--- src/rtl/regfile_pkg.sv ---
// regfile_pkg -- shared types and default sizing for the multiport register file.
//   rf_state_t      : clear-sequencer state (INIT clears the array, RUN is normal use)
//   REGFILE_DATA_W  : default register width
//   REGFILE_ADDR_W  : default register address width
package regfile_pkg;

   localparam int REGFILE_DATA_W = 32;
   localparam int REGFILE_ADDR_W = 5;

   typedef enum logic {
      INIT = 1'b0,
      RUN  = 1'b1
   } rf_state_t;

endpackage

--- src/rtl/regfile_clear_seq.sv ---
// regfile_clear_seq -- post-reset clear sequencer for regfile_multiport.
// Walks clr_idx from 0 to DEPTH-1 (one entry per clock) while in INIT, then
// parks in RUN until the next reset.
// Ports:
//   clk, rst_n : clock, synchronous active-low reset
//   busy       : registered, 1 while the clear is in progress
//   clr_we     : clear write enable into the storage array
//   clr_addr   : entry being cleared this cycle
module regfile_clear_seq
   import regfile_pkg::*;
#(
   parameter int ADDR_W = REGFILE_ADDR_W,
   parameter int DEPTH  = 2 ** ADDR_W
) (
   input  logic              clk,
   input  logic              rst_n,
   output logic              busy,
   output logic              clr_we,
   output logic [ADDR_W-1:0] clr_addr
);

   localparam logic [ADDR_W-1:0] LAST_IDX = ADDR_W'(DEPTH - 1);

   rf_state_t         state;
   logic [ADDR_W-1:0] clr_idx;

   // clr_idx saturates at LAST_IDX; the leaving edge is the one that clears it.
   always_ff @(posedge clk) begin
      if (!rst_n) begin
         state   <= INIT;
         clr_idx <= '0;
         busy    <= 1'b1;
      end else begin
         case (state)
            INIT: begin
               if (clr_idx == LAST_IDX) begin
                  state <= RUN;
                  busy  <= 1'b0;
               end else begin
                  clr_idx <= clr_idx + 1'b1;
               end
            end
            default: begin
               state <= RUN;
               busy  <= 1'b0;
            end
         endcase
      end
   end

   assign clr_we   = (state == INIT);
   assign clr_addr = clr_idx;

endmodule

--- src/rtl/regfile_multiport.sv ---
// regfile_multiport -- 1-write / 2-read register file with post-reset clear.
// Ports:
//   clk, rst_n             : clock, synchronous active-low reset
//   rd_addr_a / rd_data_a  : read port A (combinational)
//   rd_addr_b / rd_data_b  : read port B (combinational)
//   wr_en, wr_addr, wr_data: write port (rising edge)
//   busy                   : clear in progress; writes ignored, reads return 0
// Option macro REGFILE_BYPASS_EN: forward same-cycle write data to a read port
// addressing the register being written.
module regfile_multiport
   import regfile_pkg::*;
#(
   parameter int DATA_W   = REGFILE_DATA_W,
   parameter int ADDR_W   = REGFILE_ADDR_W,
   parameter int DEPTH    = 2 ** ADDR_W,
   parameter int ZERO_REG = 1
) (
   input  logic              clk,
   input  logic              rst_n,
   input  logic [ADDR_W-1:0] rd_addr_a,
   input  logic [ADDR_W-1:0] rd_addr_b,
   output logic [DATA_W-1:0] rd_data_a,
   output logic [DATA_W-1:0] rd_data_b,
   input  logic              wr_en,
   input  logic [ADDR_W-1:0] wr_addr,
   input  logic [DATA_W-1:0] wr_data,
   output logic              busy
);

   localparam int              NPORTS  = 2;
   localparam logic [ADDR_W:0] DEPTH_C = (ADDR_W + 1)'(DEPTH);

   function automatic logic in_range(input logic [ADDR_W-1:0] a);
      return {1'b0, a} < DEPTH_C;
   endfunction

   function automatic logic is_zero_reg(input logic [ADDR_W-1:0] a);
      return (ZERO_REG != 0) && (a == '0);
   endfunction

   logic              clr_we;
   logic [ADDR_W-1:0] clr_addr;
   logic              wr_ok;

   logic [DATA_W-1:0] mem [DEPTH];

   logic [NPORTS-1:0][ADDR_W-1:0] raddr;
   logic [NPORTS-1:0][DATA_W-1:0] rdata;

   regfile_clear_seq #(
      .ADDR_W (ADDR_W),
      .DEPTH  (DEPTH)
   ) u_clear_seq (
      .clk      (clk),
      .rst_n    (rst_n),
      .busy     (busy),
      .clr_we   (clr_we),
      .clr_addr (clr_addr)
   );

   // A reset edge must not also commit a user write, hence the rst_n term.
   assign wr_ok = rst_n && wr_en && !busy && in_range(wr_addr) && !is_zero_reg(wr_addr);

   // clr_we and wr_ok never overlap: wr_ok requires !busy, clr_we implies busy.
   always_ff @(posedge clk) begin
      if (clr_we)
         mem[clr_addr] <= '0;
      else if (wr_ok)
         mem[wr_addr] <= wr_data;
   end

   assign raddr = {rd_addr_b, rd_addr_a};

   always_comb begin
      rdata = '0;
      for (int p = 0; p < NPORTS; p++) begin
         if (!busy && in_range(raddr[p]) && !is_zero_reg(raddr[p])) begin
            rdata[p] = mem[raddr[p]];
`ifdef REGFILE_BYPASS_EN
            if (wr_ok && (wr_addr == raddr[p]))
               rdata[p] = wr_data;
`endif
         end
      end
   end

   assign rd_data_a = rdata[0];
   assign rd_data_b = rdata[1];

endmodule

--- config.mk ---
export PLATFORM = sky130hd
export DESIGN_NAME = regfile_multiport
export DESIGN_NICKNAME = d
export VERILOG_FILES = /design/src/rtl/regfile_pkg.sv /design/src/rtl/regfile_clear_seq.sv /design/src/rtl/regfile_multiport.sv
export SDC_FILE = /design/constraint.sdc
export NUM_CORES = 1
export LEC_CHECK = 0
export BUFFER_PORTS_ARGS = -buffer_cell sky130_fd_sc_hd__buf_2
export CAP_MARGIN = 20
export CORE_MARGIN = 5
export CORE_UTILIZATION = 50
export CTS_CLUSTER_SIZE = 10
export DETAILED_ROUTE_END_ITERATION = 6
export HOLD_SLACK_MARGIN = 0.08
export PLACE_DENSITY = 0.71
export SLEW_MARGIN = 20
export SYNTH_ARGS = -nofsm -noshare
export SYNTH_HDL_FRONTEND = slang
export SYNTH_HIERARCHICAL = 1
export SYNTH_SLANG_ARGS = --single-unit
--- constraint.sdc ---
create_clock -name clk -period 4.9 [get_ports clk]
set_clock_uncertainty 0.1 [all_clocks]
set_input_delay 0 -clock clk [delete_from_list [all_inputs] [get_ports clk]]
set_output_delay 0 -clock clk [all_outputs]
set_load 0.02 [all_outputs]
==> results.cfg <==
[pwr]
p_int_mw = 14.5
clockPowerShare = 0.409
p_leak_nw = 16.0
p_switching_mw = 4.05
p_per_area_nw_per_um2 = 345
switching_share = 0.219
worst_ir_drop_vdd_mv = 0.323
p_comb_frac = 0.066
p_seq_frac = 0.525

[drt]
drt_iter0_drc = 4057
wirelength_um = 143000
via_per_inst = 7.22
ant_nets = 0
detail_route.wl_per_cell_um = 37.3
drt-pass1-iter-count = 6
vias = 27800
drc = 0

[worst_setup_path]
cp_slowest_stage_delay_ns = 0.97
crit_path_top_delay_cell = a2111oi_0
worstPathArrival_ns = 3.29
worstSetupStartpointType = input port
critPathMaxFanout = 38
endpoint_kind = output pin
path_class = input port to output pin
critPathRequiredTime_ns = 4.80
worstPathCellList = buf_6 -> or3b_2 -> buf_4 -> o22ai_1 -> a2111oi_0 -> nor3_1 -> buf_2
r2r_setup_slack_ns = 1.54

[sta]
timing.hold.ws_ns = 0.104
relSlewSlack = 0.173
setup_violations = 0
fin_tns_setup_ns = 0
finalCritPeriodShare = 0.692
drv_slew = 0
min_period_ns = 3.39
worst_pin_slew_ns = 1.24
clock.fmax_mhz = 295
hold_viol = 0
rsz0062_at_grt = false

[die]
pin_count = 115
start_util = 0.504
die_y_um = 319
rows = 113
die_w_um = 319
dieArea_um2 = 102000
core_region_area_um2 = 95000

[logic_synthesis]
ys_warn_count = 6
async_flop_share = 0
syn_area_um2 = 47900
synthCells = 2369
synth-seq-area-share = 0.645
syn_nets = 2421
ys_seq_elements = 1031
synth-edff-count = 1024
avgSynthCellArea_um2 = 20.2
synth_top_flop_cell = edfxtp_1
synth_cell_types = 52

[flow_run]
cap_violations = 0

[cells_and_area]
drive_above_1_share = 0.346
final_nets = 2596
areaGrowthSynthToFinish_pct = 12.4
fin_util = 0.566
layout_commonest_cell = edfxtp_1
nFillCells = 6964
fin_cells = 3844
final_cell_mix = 1024 x edfxtp_1, 449 x mux4_2, 255 x mux2i_1

[clock_network]
clk_path_buf_depth = 3
clkSinkCount = 1031
cts_max_level = 3
cts_hold_buf = 7
cts_setup_buffers = 0
cts_tree = built
worstSkewPairLatency_ns = 0.67
clk_pin_slew_ns = 0.06
cts-root-buf = clkbuf_16
cts_buffers = 115
cts.repair.resized = 0

[global_routing]
gr-total-overflow = 0
grt_first_pass_wirelength_um = 204000
grt_use_met1 = 0.378
first_global_vias = 28200
grtUsageTotal = 0.277
gr-usage-met3 = 0.0636
grt_max_degree = 106
grt.busiest_layer = met2
antenna_found_initial = 3
grt_util_met2 = 0.438

[hold_path]
hold_path.class = input port to register

[status]
outcome = finished clean

[placement]
hpwl_um = 85400
gp_congestion = 0.881
numPortBuffers = 114
place_inst = 3669
## metal layers
layer | up-vias | wire length, um
met5 | - | 10
met4 | 2 | 6960
met3 | 365 | 17100
met2 | 2132 | 67900
met1 | 14600 | 51300
li1 | 10700 | -
## cells in the mapped netlist (6+ instances only)
library cell / n / area (um2)
a211oi_1: 32 / 240
clkbuf_1: 97 / 364
a22o_1: 62 / 543
o22ai_1: 31 / 194
dfxtp_1: 7 / 140
edfxtp_1: 1024 / 30700
a2111oi_0: 6 / 52.6
o221ai_1: 63 / 552
buf_4: 12 / 90.1
a2111oi_2: 25 / 375
nand2_1: 11 / 41.3
nor2_1: 20 / 75.1
and2_1: 35 / 219
nor3_1: 54 / 270
mux2i_1: 256 / 2560
buf_6: 16 / 180
o22a_1: 34 / 298
buf_2: 59 / 295
buf_1: 10 / 37.5
mux4_2: 449 / 10100
## cell families (layout without fill, tap and decap cells)
family | after synthesis | after routing | synth area share
fa+ha+maj | 2 | 2 | 0.000523
compound gates | 279 | 279 | 0.0507
other cells | 0 | 3 | 0
buf+inv | 198 | 405 | 0.0205
xor+xnor | 2 | 2 | 0.000366
simple gates | 152 | 152 | 0.0177
mux | 705 | 705 | 0.265
flops | 1031 | 1031 | 0.645
## final cells by class
cell class              instances  area, um2  share of cell area
multi-input cells            1140      16300               0.302
inverters                       4       15.0            0.000279
repair buffers                252       1880              0.0350
clock buffers                 139       2990              0.0556
diodes                          3       7.51            0.000140
well taps                    1265       1580              0.0294
clock inverters                10        155             0.00288
flip-flops and latches       1031      30900               0.574
## through the flow
step           power, mW  worst slack [ns]  cell area (um2)
5_1_grt             19.0              1.49            53800
6_report            18.5              1.51            53800
4_1_cts             18.6              1.42            53600
3_5_place_dp        11.1              1.42            50300
2_1_floorplan       10.7             0.626            47900
3_3_place_gp        11.1              1.41            50300
## sequential cells by signal, summed over array words and instances (netlist names)
register / flops
u_clear_seq/state: 1
u_clear_seq/clr_addr: 5
mem: 1024
u_clear_seq/busy: 1
## power groups by stage
stage / clock network (mW) / logic, mW / registers [mW]
6_report: 7.57 / 1.23 / 9.73
5_1_grt: 8.01 / 1.27 / 9.73
4_1_cts: 7.63 / 1.21 / 9.73
3_5_place_dp: 0 / 1.20 / 9.91
3_3_place_gp: 0 / 1.18 / 9.90
2_1_floorplan: 0 / 0.836 / 9.89
## worst max-delay path, delay by kind of cell
family,cells,cell delay (ns)
AOI/OAI and AO/OA,2,1.09
buffers and inverters,3,1.18
and+or+nand+nor,2,0.96
## worst paths after layout
kind,start,end,depth (start not counted)
worst max register to register,u_clear_seq/state,mem[19][3],6
worst min register to register,u_clear_seq/busy,u_clear_seq/busy,2
worst min-delay path,wr_data[3],mem[22][3],2
worst max-delay path,rd_addr_b[2],rd_data_b[31],7
No activity file was read; power rests on OpenSTA's default activity.
